## src/rtl/cmd_ctrl_pkg.sv

```systemverilog
// Shared constants and types for the UART/button command controller.
// ASCII command codes, watch field encodings, FSM states and the command enum.
package cmd_ctrl_pkg;

  localparam logic [7:0] ASCII_M     = 8'h4D;
  localparam logic [7:0] ASCII_G     = 8'h47;
  localparam logic [7:0] ASCII_C     = 8'h43;
  localparam logic [7:0] ASCII_U     = 8'h55;
  localparam logic [7:0] ASCII_D     = 8'h44;
  localparam logic [7:0] ASCII_0     = 8'h30;
  localparam logic [7:0] ASCII_1     = 8'h31;
  localparam logic [7:0] ASCII_2     = 8'h32;
  localparam logic [7:0] ASCII_3     = 8'h33;
  localparam logic [7:0] ASCII_DASH  = 8'h2D;
  localparam logic [7:0] ASCII_QMARK = 8'h3F;

  localparam logic [1:0] FIELD_NONE = 2'd0;
  localparam logic [1:0] FIELD_HOUR = 2'd1;
  localparam logic [1:0] FIELD_MIN  = 2'd2;
  localparam logic [1:0] FIELD_SEC  = 2'd3;

  typedef enum logic [1:0] {IDLE, ECHO_REQ, ECHO_GUARD, ECHO_WAIT} state_t;

  typedef enum logic [2:0] {
    CMD_NONE, CMD_MODE, CMD_RUN, CMD_CLR, CMD_UP, CMD_DN, CMD_FIELD
  } cmd_t;

  function automatic logic [7:0] to_upper(input logic [7:0] b);
    if (b >= 8'h61 && b <= 8'h7A) begin
      return b - 8'h20;
    end else begin
      return b;
    end
  endfunction

endpackage

```

## src/rtl/cmd_decode.sv

```systemverilog
// Combinational decoder for one received byte: command, field value,
// whether it acts in the current mode/field, and the echo byte to return.
module cmd_decode
  import cmd_ctrl_pkg::*;
(
  input  logic [7:0] rx_byte,
  input  logic       mode,
  input  logic [1:0] w_field,
  output cmd_t       cmd,
  output logic [1:0] field,
  output logic       acts,
  output logic [7:0] echo
);

  logic [7:0] upper_s;

  // Classify the case-folded byte and apply mode/field gating
  always_comb begin
    upper_s = to_upper(rx_byte);
    cmd     = CMD_NONE;
    field   = FIELD_NONE;
    acts    = 1'b0;
    case (upper_s)
      ASCII_M: begin cmd = CMD_MODE; acts = 1'b1;  end
      ASCII_G: begin cmd = CMD_RUN;  acts = ~mode; end
      ASCII_C: begin cmd = CMD_CLR;  acts = ~mode; end
      ASCII_U: begin cmd = CMD_UP;   acts = mode & (w_field != FIELD_NONE); end
      ASCII_D: begin cmd = CMD_DN;   acts = mode & (w_field != FIELD_NONE); end
      ASCII_0, ASCII_1, ASCII_2, ASCII_3: begin
        cmd   = CMD_FIELD;
        field = upper_s[1:0];
        acts  = mode;
      end
      default: begin cmd = CMD_NONE; acts = 1'b0; end
    endcase
    if (cmd == CMD_NONE) begin
      echo = ASCII_QMARK;
    end else if (acts) begin
      echo = upper_s;
    end else begin
      echo = ASCII_DASH;
    end
  end

endmodule

```

## src/rtl/uart_cmd_ctrl.sv

```systemverilog
// Merges button pulses and UART commands into stopwatch/watch control pulses,
// owns mode and watch field, and echoes each UART command back to the transmitter.
module uart_cmd_ctrl
  import cmd_ctrl_pkg::*;
(
  input  logic       clk,
  input  logic       reset,
  input  logic [7:0] i_rx_data,
  input  logic       i_rx_done,
  input  logic       i_tx_busy,
  output logic       o_tx_start,
  output logic [7:0] o_tx_data,
  input  logic       i_btn_mode,
  input  logic       i_btn_runstop,
  input  logic       i_btn_clear,
  input  logic       i_btn_up,
  input  logic       i_btn_down,
  output logic       o_mode,
  output logic       o_sw_runstop,
  output logic       o_sw_clear,
  output logic [1:0] o_w_field,
  output logic       o_w_up,
  output logic       o_w_down,
  output logic       o_drop
);

  state_t     state_r, state_s;
  logic       pend_valid_r, pend_valid_s;
  logic [7:0] pend_byte_r, pend_byte_s;
  logic       mode_s, runstop_s, clear_s, up_s, down_s, tx_start_s, drop_s;
  logic [1:0] field_s;
  logic [7:0] tx_data_s;

  cmd_t       dec_cmd_s, exec_cmd_s;
  logic [1:0] dec_field_s, exec_field_s;
  logic       dec_acts_s, exec_acts_s, issue_s, field_set_s;
  logic [7:0] dec_echo_s;

  cmd_decode u_decode (
    .rx_byte (pend_byte_r),
    .mode    (o_mode),
    .w_field (o_w_field),
    .cmd     (dec_cmd_s),
    .field   (dec_field_s),
    .acts    (dec_acts_s),
    .echo    (dec_echo_s)
  );

  assign field_set_s = (o_w_field != FIELD_NONE);

  // Pick this cycle's command: buttons by priority, else the pending byte in IDLE
  always_comb begin
    exec_cmd_s   = CMD_NONE;
    exec_acts_s  = 1'b0;
    exec_field_s = FIELD_NONE;
    issue_s      = 1'b0;
    if (i_btn_clear) begin
      exec_cmd_s  = CMD_CLR;
      exec_acts_s = ~o_mode;
    end else if (i_btn_runstop) begin
      exec_cmd_s  = CMD_RUN;
      exec_acts_s = ~o_mode;
    end else if (i_btn_mode) begin
      exec_cmd_s  = CMD_MODE;
      exec_acts_s = 1'b1;
    end else if (i_btn_up) begin
      exec_cmd_s  = CMD_UP;
      exec_acts_s = o_mode & field_set_s;
    end else if (i_btn_down) begin
      exec_cmd_s  = CMD_DN;
      exec_acts_s = o_mode & field_set_s;
    end else if (state_r == IDLE && pend_valid_r) begin
      exec_cmd_s   = dec_cmd_s;
      exec_acts_s  = dec_acts_s;
      exec_field_s = dec_field_s;
      issue_s      = 1'b1;
    end else begin
      exec_cmd_s = CMD_NONE;
    end
  end

  // Next-state, pending register and output pulse computation
  always_comb begin
    state_s      = state_r;
    pend_valid_s = pend_valid_r;
    pend_byte_s  = pend_byte_r;
    mode_s       = o_mode;
    field_s      = o_w_field;
    runstop_s    = 1'b0;
    clear_s      = 1'b0;
    up_s         = 1'b0;
    down_s       = 1'b0;
    tx_start_s   = 1'b0;
    tx_data_s    = o_tx_data;
    drop_s       = 1'b0;

    if (exec_acts_s) begin
      case (exec_cmd_s)
        CMD_MODE:  begin mode_s = ~o_mode; field_s = FIELD_NONE; end
        CMD_RUN:   runstop_s = 1'b1;
        CMD_CLR:   clear_s   = 1'b1;
        CMD_UP:    up_s      = 1'b1;
        CMD_DN:    down_s    = 1'b1;
        CMD_FIELD: field_s   = exec_field_s;
        default:   mode_s    = o_mode;
      endcase
    end else begin
      mode_s = o_mode;
    end

    // The issue cycle frees the slot, so a byte arriving then is kept
    if (i_rx_done) begin
      if (!pend_valid_r || issue_s) begin
        pend_valid_s = 1'b1;
        pend_byte_s  = i_rx_data;
      end else begin
        drop_s = 1'b1;
      end
    end else if (issue_s) begin
      pend_valid_s = 1'b0;
    end else begin
      pend_valid_s = pend_valid_r;
    end

    case (state_r)
      IDLE: begin
        if (issue_s) begin
          state_s   = ECHO_REQ;
          tx_data_s = dec_echo_s;
        end else begin
          state_s = IDLE;
        end
      end
      ECHO_REQ: begin
        if (!i_tx_busy) begin
          tx_start_s = 1'b1;
          state_s    = ECHO_GUARD;
        end else begin
          state_s = ECHO_REQ;
        end
      end
      ECHO_GUARD: state_s = ECHO_WAIT;
      ECHO_WAIT: begin
        if (!i_tx_busy) begin
          state_s = IDLE;
        end else begin
          state_s = ECHO_WAIT;
        end
      end
      default: state_s = IDLE;
    endcase
  end

  // Register state and all outputs
  always_ff @(posedge clk) begin
    if (reset) begin
      state_r      <= IDLE;
      pend_valid_r <= 1'b0;
      pend_byte_r  <= 8'h00;
      o_mode       <= 1'b0;
      o_w_field    <= FIELD_NONE;
      o_sw_runstop <= 1'b0;
      o_sw_clear   <= 1'b0;
      o_w_up       <= 1'b0;
      o_w_down     <= 1'b0;
      o_tx_start   <= 1'b0;
      o_tx_data    <= 8'h00;
      o_drop       <= 1'b0;
    end else begin
      state_r      <= state_s;
      pend_valid_r <= pend_valid_s;
      pend_byte_r  <= pend_byte_s;
      o_mode       <= mode_s;
      o_w_field    <= field_s;
      o_sw_runstop <= runstop_s;
      o_sw_clear   <= clear_s;
      o_w_up       <= up_s;
      o_w_down     <= down_s;
      o_tx_start   <= tx_start_s;
      o_tx_data    <= tx_data_s;
      o_drop       <= drop_s;
    end
  end

endmodule

```

## config.mk

```make
export PLATFORM = sky130hd
export DESIGN_NAME = uart_cmd_ctrl
export DESIGN_NICKNAME = d
export VERILOG_FILES = /design/src/rtl/cmd_ctrl_pkg.sv /design/src/rtl/cmd_decode.sv /design/src/rtl/uart_cmd_ctrl.sv
export SDC_FILE = /design/constraint.sdc
export NUM_CORES = 1
export LEC_CHECK = 0
export CAP_MARGIN = 25
export CORE_AREA = 2 2 80 82
export DETAILED_ROUTE_END_ITERATION = 16
export DIE_AREA = 0 0 82 84
export HOLD_SLACK_MARGIN = 0.1
export PLACE_DENSITY = 0.51
export SLEW_MARGIN = 25
export SYNTH_ARGS = -nofsm -noshare
export SYNTH_HDL_FRONTEND = slang
export SYNTH_HIERARCHICAL = 1
export SYNTH_SLANG_ARGS = --single-unit
```

## constraint.sdc

```tcl
create_clock -name clk -period 5.25 [get_ports clk]
set_input_delay 0.525 -clock clk [delete_from_list [all_inputs] [get_ports clk]]
set_output_delay 0.525 -clock clk [all_outputs]
set_load 0.005 [all_outputs]
```

==> results of run 1 <==
cells by family (layout without fill, tap and decap cells):
family                   after synthesis  after routing
flip-flops                            28             28
multiplexers                           8              8
buffers and inverters                 13             43
AND/OR/NAND/NOR                       83             83
adder cells (fa/ha/maj)                1              1
XOR/XNOR                               3              3
AO/OA/AOI/OAI                         51             51
other                                  1              1
per-stage QoR:
stage	setup WS, ns	hold slack (ns)	power [W]	util, %
CTS	2.27	0.472	0.000481	33.5
global route	1.98	0.484	0.000498	33.5
global placement	2.31	0.439	0.000304	32.3
finish	2.24	0.469	0.000473	33.5
floorplan	2.52	0.448	0.000276	-
detailed placement	2.28	0.448	0.000304	32.3
tightest hold or removal path: cells and delay by family (launching register included):
family | cells | cell delay (ns)
compound gates | 1 | 0.05
flops | 1 | 0.33
simple gates | 1 | 0.06
path summary, 6_finish.rpt:
path	from	to	slack, ns	depth (start not counted)
worst max-delay path	pend_byte_r[3]	o_w_field[0]	2.24	10
worst min-delay path	o_tx_data[2]	o_tx_data[2]	0.47	2
worst max register to register	pend_byte_r[3]	o_w_field[0]	2.24	10
worst min register to register	o_tx_data[2]	o_tx_data[2]	0.47	2
cell type report:
type	count	area, sq um	share of cell area [%]
multi-input cells	147	958	47.0
flip-flops and latches	28	561	27.5
repair buffers	33	330	16.2
well taps	77	96.3	4.72
clock buffers	3	41.3	2.02
clock inverters	1	30.0	1.47
inverters	6	22.5	1.10
flip-flops by register name, summed over array words and instances, names as in the netlist, 2 cells and up:
name,count
o_tx_data,8
o_w_field,2
state_r,2
pend_byte_r,8
layout by cell type, fill, tap and decap left out, drive strengths merged, types with 2 or more instances in the layout:
cell | Yosys | routed
nand2b | 6 | 6
inv | 6 | 6
o21ai | 9 | 9
dfxtp | 28 | 28
nor3b | 3 | 3
nor4b | 2 | 2
xnor2 | 2 | 2
nor2 | 19 | 19
o311ai | 4 | 4
nand2 | 26 | 26
or4 | 2 | 2
or3 | 3 | 3
o21bai | 2 | 2
nor2b | 2 | 2
or2 | 2 | 2
a21oi | 17 | 17
clkdlybuf4s50 | 0 | 33
o22a | 2 | 2
o22ai | 3 | 3
nand3 | 4 | 4
and2 | 3 | 3
clkbuf | 3 | 3
nand3b | 3 | 3
mux2i | 8 | 8
o211ai | 2 | 2
nor3 | 4 | 4
synth_stat cells, types with 2 or more instances:
master | number | area [sq um]
o22ai_1 | 2 | 12.5
nor2b_1 | 2 | 12.5
and2_1 | 2 | 12.5
o21ai_0 | 5 | 25.0
xnor2_1 | 2 | 17.5
buf_6 | 2 | 22.5
a21oi_1 | 17 | 85.1
clkbuf_1 | 3 | 11.3
nor3b_1 | 2 | 15.0
inv_1 | 6 | 22.5
o21ai_1 | 2 | 10.0
mux2i_1 | 8 | 80.1
nand3b_1 | 3 | 22.5
nand3_1 | 4 | 20.0
nor3_1 | 3 | 15.0
o311ai_0 | 3 | 26.3
o22a_1 | 2 | 17.5
nand2b_1 | 6 | 37.5
nor2_1 | 19 | 71.3
nand2_1 | 26 | 97.6
or3_1 | 3 | 18.8
dfxtp_1 | 28 | 561
o21bai_1 | 2 | 15.0
or4_4 | 2 | 22.5
layer usage:
metal  up-vias  track usage (%)
li1        738                -
met1       688             17.6
met2        32             18.0
met3         7             1.95
met4         0             6.52
met5         -                0
power by group:
group | leakage [nW] | internal (W) | total (W) | switching, W
sequential | 0.228 | 0.000219 | 0.000231 | 0.0000118
combinational | 0.407 | 0.0000359 | 0.0000678 | 0.0000319
clock | 0.0357 | 0.000102 | 0.000174 | 0.0000722
total | 0.670 | 0.000357 | 0.000473 | 0.000116
==> out/metrics.sh, run 1 <==
SETUP-TNS-FINAL_NS=0
MAXCAPVIOLATIONS=0
YOSYSSEQAREASHARE_PCT=35.3
TIMING.FINAL.SETUP_VIOLATIONS=0
DR_WL_MET3_MICRONS=155
GRT_ANTENNA_BEFORE_REPAIR=0
SYNTHSIMPLEGATEAREAFRAC_PCT=28.3
CRITICAL_PATH_CLASS='flip-flop to flip-flop'
GRT_PASS1_VIAS=1463
CLKLATENCYLATEPIN_NS=0.28
WORST_SETUP_SP_TYPE='flip-flop'
POSTCTSRESIZEDCELLS=0
AVGROUTEDWIREPERCELL_MICRONS=13.2
DIE_WIDTH_MICRONS=82
SYNTH-SEQ-CELLS=28
SYNTH_TOP_FAMILY_BY_AREA='simple AND/OR/NAND/NOR gates'
TIMING.CRITICAL_PATH.BUF_INV=0
CRIT_PATH_END_KIND='flip-flop'
YS.FLOP_TYPE='dfxtp_1'
VIA_COUNT=1465
NUMBER_OF_HOLD_BUFFERS_ADDED_AFTER_CTS=0
PORT_BUFFERS=33
CRIT_CHAIN='or4_4 > o22ai_4 > o22a_1 > nor3_1 > or2_2 > nor3b_1 > o21bai_1 > a31oi_1 > o311ai_0 > o21ai_1'
WIRELENGTH_MET1_MM=1.96
SYN_AREA_SQ_UM=1590
CRITICAL_PATH.MAX_STAGE_DELAY_NS=0.58
FINAL_ANTENNA_NET_COUNT=0
CLK_SLEW_ON_WORST_S_H_PATHS_NS=0.10
SYNTH_ADDER_AREA_SHARE_PCT=0.788
CRITICAL_PATH_REQUIRED_NS=5.42
SYNTH_XOR_XNOR_AREA_SHARE_PCT=1.65
DRIVE_ABOVE_1_SHARE_PCT=8.72
DIE_H_MICRONS=84
ROUTED_WL_MET2_MM=1.68
COREAREA_SQ_UM=6100
IR_DROP_mV=0.0949
NUMBER_OF_INSTANCES_IN_THE_SYNTHESIZED_NETLIST=188
CTS_MAX_LEVEL=1
FILLERS=650
YOSYSUNIQUECELLTYPES=58
RUN_STATUS='completed'
DIE_AREA_SQ_UM=6890
CTS.SINKS=28
WORST_PATH_DOMINANT_CELL_FAMILY='compound AO/OA/AOI/OAI gates'
PLACE_INST=291
HP-CLASS='flip-flop to flip-flop'
DRT_PRE_ANTENNA_ITERS=4
TIMING.CRITICAL_PATH.ARRIVAL_NS=3.18
STDCELL_AREA_SQ_UM=2040
TIMING.FINAL.HOLD_VIOLATIONS=0
SYNTHESIZED_AREA_FRACTION_OCCUPIED_BY_AO_OA_AOI_AND_OAI_CELLS_PCT=24.3
POST_CTS_BUFFERS=0
FINAL-INSTANCE-COUNT-EXCL-FILL=295
YOSYS-MUX-AREA-FRACTION_PCT=5.04
INITIAL_UTILIZATION_PCT=26.0
FINALWIRELENGTH_MM=3.89
SYN_TO_FINAL_GROWTH_PCT=28.4
VIA_PER_INST=4.97
FIN_NETS=237
SYNTH-EDFF-COUNT=0
FINAL-MAX-SLEW-VIOLATION-COUNT=0
GP_ROUTABILITY_CONGESTION=0.830
CTS_ROOT_BUFFER='clkbuf_8'
RELSLEWSLACK_PCT=38.2
ANTENNA_CELLS_INSERTED=0
SYNTHESIS.AREA_PER_INSTANCE_SQ_UM=8.45
POST_ROUTE_CLOCK_PERIOD_UTILIZATION_PCT=57.3
FLOORPLAN.ROWS=29
CRITICAL_PATH.SLOWEST_CELL='or4_4'
POWERDENSITY_nW_PER_UM2=232
SKEW_NS=0.00470
FIRST_PASS_GRT_WIRE_LENGTH_MM=6.76
LARGEST_BUFFER_COUNT_ON_ANY_CLOCK_PATH=2
TRITONCTS_CLOCK_TREE='built'
RSZ0062_AT_GRT='no'
CRIT_PATH_MAX_FANOUT=14
LARGEST_NET_DEGREE_AT_THE_START_OF_GLOBAL_ROUTING=25
TOP_LEVEL_PORTS=34
HPWLAFTERDP_MM=2.79
SYN_NETS=206
DRT_ITER0_DRC=120
PLACEDINSTANCEAREA_SQ_UM=1970
LEAKAGE_nW=0.670
ROUTE.TOP_LAYER_USED='met4'
GLOBALROUTETOTALUTIL_PCT=12.5
GRT_REMAINING_OVERFLOW=0
PERIOD_MINUS_SLACK_NS=3.01
MAX_CLOCK_FREQ_GHz=0.333
SYNTHARSTFLOPSHARE_PCT=0
YOSYS_WARNINGS=6
DRC=0
CTS_INSERTED_BUFFERS=3
TIMING_WORST_SLEW_PIN_VALUE_NS=0.924
Note: power is estimated with default switching activity, not from simulation.
==> inputs of run 2 (changes only) <==
Settings changed: PLACE_DENSITY 0.51 to 0.53.
Clock period 5.25 ns to 2.6 ns, I/O delays scaled along.
==> run 2 against run 1 <==
Compared with the run above: power increased by 86%; design area up 11%; register-to-register slack got worse by 2.2 ns; die area stayed put; critical endpoint is now o_w_field[1]; clock power increased by 39%; count of clock-buffer cells in the layout stayed put; sequential cell count is the same.
==> out/metrics.sh, run 2 (synthesis gave the netlist of run 1 again) <==
GRT_PASS1_VIAS=1584
MAX_CLOCK_FREQ_GHz=0.391
GLOBALROUTETOTALUTIL_PCT=12.9
GP_ROUTABILITY_CONGESTION=0.817
DRC=0
DIE_H_MICRONS=84
CRITICAL_PATH_CLASS='flip-flop to flip-flop'
SYN_TO_FINAL_GROWTH_PCT=42.8
LAYOUT_COMMONEST_CELL='clkdlybuf4s50_1'
GRT_REMAINING_OVERFLOW=0
DIE_WIDTH_MICRONS=82
STDCELL_AREA_SQ_UM=2270
CTS_MAX_LEVEL=1
MIN_FROM='o_tx_data[6]'
AVGROUTEDWIREPERCELL_MICRONS=13.0
DRT_PRE_ANTENNA_ITERS=4
HP-CLASS='flip-flop to flip-flop'
ANTENNA_CELLS_INSERTED=0
MIN_DELAY_PATH_DEPTH=2
TIMING.CRITICAL_PATH.ARRIVAL_NS=2.71
INITIAL_UTILIZATION_PCT=26.0
FINAL_CRITICAL_PATH_SETUP_SLACK_NS=0.0441
LEAKAGE_nW=0.799
GRT_ANTENNA_BEFORE_REPAIR=0
FINAL_CELL_MIX='33 x clkdlybuf4s50_1, 26 x nand2_1, 26 x buf_4'
DIE_AREA_SQ_UM=6890
TIMING_WORST_SLEW_PIN_VALUE_NS=0.570
SETUP.REG_TO_REG.WORST_SLACK_NS=0.04
POST-PLACE-WS_NS=-0.0349
CRITICAL_PATH_REQUIRED_NS=2.76
CRITICAL_PATH.REG2REG.ENDPOINT='o_w_field[1]'
TRITONCTS_CLOCK_TREE='built'
COREAREA_SQ_UM=6100
CTS.SINKS=28
RSZ0062_AT_GRT='yes'
FIN_TOTAL_PWR_W=0.000881
WORST_SETUP_SP_TYPE='flip-flop'
FIN_NETS=263
LARGEST_NET_DEGREE_AT_THE_START_OF_GLOBAL_ROUTING=24
DRT_ITER0_DRC=95
FINAL-MAX-SLEW-VIOLATION-COUNT=0
TOP_LEVEL_PORTS=34
SKEW_NS=0.00253
CRITICAL_PATH.REG2REG.STARTPOINT='pend_byte_r[2]'
VIA_PER_INST=4.83
TIMING.FINAL.SETUP_VIOLATIONS=0
CRITICAL_PATH.SLOWEST_CELL='or4_4'
FLOORPLAN.ROWS=29
CRITICAL_PATH.MAX_STAGE_DELAY_NS=0.54
LARGEST_BUFFER_COUNT_ON_ANY_CLOCK_PATH=2
CRIT_CHAIN='or4_4 > o22ai_4 > o22a_1 > nor3_2 > or2_4 > nor3b_4 > o21bai_1 > a31oi_1 > o311ai_1 > o21ai_1'
PERIOD_MINUS_SLACK_NS=2.56
POWERDENSITY_nW_PER_UM2=389
TIMING.FINAL.HOLD_VIOLATIONS=0
FINAL_ANTENNA_NET_COUNT=0
CRITICAL_PATH.STARTPOINT='pend_byte_r[2]'
CRIT_PATH_END_KIND='flip-flop'
DRIVE_ABOVE_1_SHARE_PCT=22.6
CRIT_PATH_MAX_FANOUT=5
HPWLAFTERDP_MM=3.09
CTS_ROOT_BUFFER='clkbuf_8'
CLKLATENCYLATEPIN_NS=0.27
CTS_INSERTED_BUFFERS=3
TIMING.REG2REG.WORST_PATH_DEPTH=10
MAXCAPVIOLATIONS=0
PORT_BUFFERS=33
IR_DROP_mV=0.227
BIGGESTREGSBYFLOPS='o_tx_data x8, pend_byte_r x8'
CLK_SLEW_ON_WORST_S_H_PATHS_NS=0.10
PLACEDINSTANCEAREA_SQ_UM=2160
FINAL-INSTANCE-COUNT-EXCL-FILL=320
RUN_STATUS='completed'
FINALWIRELENGTH_MM=4.15
FIRST_PASS_GRT_WIRE_LENGTH_MM=7.07
WORSTHOLDENDPOINT='o_tx_data[6]'
SETUP-TNS-FINAL_NS=0
RELSLEWSLACK_PCT=61.7
PLACE_INST=315
POST_ROUTE_CLOCK_PERIOD_UTILIZATION_PCT=98.3
VIA_COUNT=1547
-- run 2: cell types whose count changed in the layout (fill, tap and decap cells not counted), moves of 2 or more --
cell      change
buf_4        +26
dfxtp_1       -5
dfxtp_2       +5
nor3_1        -2
nor3_2        +2
o311ai_0      -2
o311ai_1      +2
-- run 2: critical path, delay by kind of cell, from the launching register on --
| kind | cells | cell delay [ns] |
|---|---|---|
| simple gates | 4 | 1.02 |
| compound gates | 6 | 1.07 |
| flops | 1 | 0.35 |
-- run 2: metal layers --
layer | vias to the layer above | part of all wire, % | global-route usage, %
li1 | 788 | - | -
met1 | 724 | 48 | 16.9
met2 | 31 | 46 | 20.8
met3 | 4 | 3.7 | 2.81
met4 | 0 | 1.8 | 4.39
met5 | - | 0 | 0
-- run 2: metrics by stage --
stage | hold WS, ns | utilization [%]
2_1_floorplan | 0.329 | -
3_3_place_gp | 0.449 | 35.4
3_5_place_dp | 0.444 | 35.4
4_1_cts | 0.465 | 36.3
5_1_grt | 0.481 | 37.2
6_report | 0.460 | 37.2
-- run 2: where the power goes --
group | internal [W] | leakage [nW] | switching [W]
Clock | 0.000104 | 0.0216 | 0.000137
Combinational | 0.0000985 | 0.548 | 0.0000874
Sequential | 0.000443 | 0.230 | 0.0000109
Total | 0.000646 | 0.799 | 0.000235
-- run 2: worst max-delay path by stage --
| stage | endpoint | slack [ns] | cells past startpoint |
|---|---|---|---|
| 4_1_cts | o_w_field[0] | 0.01 | 10 |
| 5_1_grt | o_w_field[1] | -0.11 | 10 |
| 3_3_place_gp | o_w_field[0] | 0.01 | 9 |
| 3_5_place_dp | o_sw_runstop | -0.03 | 9 |
| 2_1_floorplan | o_w_field[0] | -0.01 | 11 |
| 6_report | o_w_field[1] | 0.04 | 10 |
-- run 2: cell type report --
type	instances	area, sq um
clock buffers	3	41.3
fillers	628	3830
inverters	6	22.5
multi-input cells	147	1010
flip-flops and latches	28	567
well taps	77	96.3
repair buffers	59	526
-- run 2: what timing repair did --
action	in CTS	in global routing
hold buffers	0	0
pin swaps	2	6
endpoints found under the hold margin	0	0
setup endpoints to repair	4	5
setup buffers	0	2
resized for setup	3	11
==> inputs of run 3 (changes only) <==
Settings changed: CAP_MARGIN 25 to 20, GPL_ROUTABILITY_DRIVEN set to 1, SKIP_CTS_REPAIR_TIMING set to 1.
==> run 3 against run 2 <==
Compared with the run above: combinational power rose by 3%; die area unchanged; power increased by 0.58%; fmax is 0.64% lower; utilization grew 0.64 points; hold slack barely moved; final cell count grew 0.94%; sequential cell count unchanged; setup slack worse by 0.017 ns; count of clock-buffer cells in the layout unchanged; largest cell class unchanged.
==> out/metrics.sh, run 3 (synthesis gave the netlist of run 1 again) <==
CRITICAL_PATH.REG2REG.ENDPOINT='o_w_field[1]'
LAYOUT_COMMONEST_CELL='clkdlybuf4s50_1'
GRT_REMAINING_OVERFLOW=0
SWITCHING_POWER_W=0.000237
TIMING.FINAL.SETUP_VIOLATIONS=0
FILLERS=620
WORST_SETUP_SP_TYPE='flip-flop'
FINAL_CELL_MIX='33 x clkdlybuf4s50_1, 28 x buf_4, 25 x nand2_1'
DRT_PRE_ANTENNA_ITERS=6
FIN_TOTAL_PWR_W=0.000886
HPWLAFTERDP_MM=3.09
FINAL_CRITICAL_PATH_SETUP_SLACK_NS=0.0276
POWERDENSITY_nW_PER_UM2=384
SWSHARE_PCT=26.7
GLOBALROUTETOTALUTIL_PCT=12.9
AVGROUTEDWIREPERCELL_MICRONS=13.0
CRITICAL_PATH_CLASS='flip-flop to flip-flop'
CLKPWRFRAC_PCT=27.1
RUN_STATUS='completed'
HP-CLASS='flip-flop to flip-flop'
MAX_CLOCK_FREQ_GHz=0.389
INITIAL_UTILIZATION_PCT=26.0
CRIT_CHAIN='or4_4 > o22ai_4 > o22a_4 > nor3_2 > or2_4 > nor3b_4 > o21bai_1 > a31oi_1 > o311ai_1 > o21ai_1'
IR_DROP_mV=0.228
COMB_POWER_SHARE_PCT=21.7
WORSTHOLDENDPOINT='o_tx_data[6]'
FINALWIRELENGTH_MM=4.20
GRT_ANTENNA_BEFORE_REPAIR=0
COREAREA_SQ_UM=6100
CRITICAL_PATH.MAX_STAGE_DELAY_NS=0.54
FIN_NETS=266
GP_ROUTABILITY_CONGESTION=0.817
FLOORPLAN.ROWS=29
POST_ROUTE_CLOCK_PERIOD_UTILIZATION_PCT=98.9
SEQUENTIALPOWERSHARE_PCT=51.3
FIRST_PASS_GRT_WIRE_LENGTH_MM=7.06
SYN_TO_FINAL_GROWTH_PCT=45.2
CTS.SINKS=28
CTS_INSERTED_BUFFERS=3
TIMING.REG2REG.WORST_PATH_DEPTH=10
FINAL-MAX-SLEW-VIOLATION-COUNT=0
BIGGESTREGSBYFLOPS='o_tx_data x8, pend_byte_r x8'
GRT_PASS1_VIAS=1583
MIN_FROM='o_tx_data[6]'
CTS_MAX_LEVEL=1
CLK_SLEW_ON_WORST_S_H_PATHS_NS=0.10
PORT_BUFFERS=33
CRITICAL_PATH.REG2REG.STARTPOINT='pend_byte_r[2]'
CTS_ROOT_BUFFER='clkbuf_8'
LARGEST_NET_DEGREE_AT_THE_START_OF_GLOBAL_ROUTING=24
VIA_PER_INST=4.84
LARGEST_BUFFER_COUNT_ON_ANY_CLOCK_PATH=2
CLKLATENCYLATEPIN_NS=0.27
DRC=0
DIE_AREA_SQ_UM=6890
PERIOD_MINUS_SLACK_NS=2.57
DRIVE_ABOVE_1_SHARE_PCT=24.4
TIMING_WORST_SLEW_PIN_VALUE_NS=0.564
MIN_DELAY_PATH_DEPTH=2
CRIT_PATH_MAX_FANOUT=5
CRITICAL_PATH.SLOWEST_CELL='or4_4'
DIE_H_MICRONS=84
TIMING.CRITICAL_PATH.ARRIVAL_NS=2.73
POWER.INTERNAL_W=0.000649
SKEW_NS=0.00150
MAXCAPVIOLATIONS=0
VIA_COUNT=1562
MULTI_INPUT_AREA_SQ_UM=1030
CRITICAL_PATH_REQUIRED_NS=2.76
TOP_LEVEL_PORTS=34
CRIT_PATH_END_KIND='flip-flop'
SEQ_AREA_SQ_UM=567
DIE_WIDTH_MICRONS=82
HOLD_WS_NS=0.460
ANTENNA_CELLS_INSERTED=0
TIMING.FINAL.HOLD_VIOLATIONS=0
DRT_ITER0_DRC=104
TRITONCTS_CLOCK_TREE='built'
POST-PLACE-WS_NS=-0.0349
RELSLEWSLACK_PCT=62.1
SETUP.REG_TO_REG.WORST_SLACK_NS=0.03
RSZ0062_AT_GRT='yes'
LEAKAGE_nW=0.816
FINAL_ANTENNA_NET_COUNT=0
-- run 3: cell types whose count changed in the layout (fill, tap and decap cells not counted) --
cell     change
nor3_2       -1
nor4_1       -1
nand2_2      +1
nand2_1      -1
nor3_1       +1
buf_6        +1
o22a_1       -1
buf_4        +2
nor4_2       +1
o22a_4       +1
-- run 3: power by group through the flow --
stage | clock [W] | sequential, W | combinational [W]
floorplan | 0 | 0.000465 | 0.0000944
global placement | 0 | 0.000463 | 0.000180
detailed placement | 0 | 0.000463 | 0.000179
CTS | 0.000251 | 0.000453 | 0.000180
global route | 0.000272 | 0.000457 | 0.000209
finish | 0.000240 | 0.000454 | 0.000192
-- run 3: final cells by class --
cell class | count | share of cell area, %
repair buffers | 62 | 23.9
multi-input cells | 147 | 44.5
clock buffers | 3 | 1.79
well taps | 77 | 4.18
flip-flops and latches | 28 | 24.6
inverters | 6 | 0.977
-- run 3: per-stage QoR --
stage	setup TNS, ns	cells	utilization, %	area, sq um
6_report	0	323	37.8	2310
3_3_place_gp	0	315	35.4	2160
3_5_place_dp	-0.0588	315	35.4	2160
4_1_cts	-0.160	318	36.0	2200
2_1_floorplan	-0.00956	188	-	1600
5_1_grt	-0.115	323	37.8	2310
-- run 3: worst max-delay path by stage --
stage	end	cells past startpoint	slack [ns]	start
floorplan	o_w_field[0]	11	-0.01	pend_byte_r[2]
global placement	o_w_field[0]	9	0.01	pend_byte_r[6]
detailed placement	o_sw_runstop	9	-0.03	pend_byte_r[6]
CTS	o_sw_runstop	9	-0.07	pend_byte_r[6]
global route	o_w_field[1]	10	-0.12	pend_byte_r[2]
finish	o_w_field[1]	10	0.03	pend_byte_r[2]
-- run 3: routing by layer --
layer | routed length (microns) | vias up | track usage [%]
met1 | 1990 | 735 | 16.8
met4 | 74 | 0 | 4.39
met2 | 1970 | 29 | 20.8
met5 | 0 | - | 0
li1 | - | 794 | -
met3 | 162 | 4 | 2.81
-- run 3: critical path: cells and delay by family (launching register included) --
family / cells / cell delay, ns
AO/OA/AOI/OAI: 6 / 1.09
AND/OR/NAND/NOR: 4 / 1.01
flip-flops: 1 / 0.35
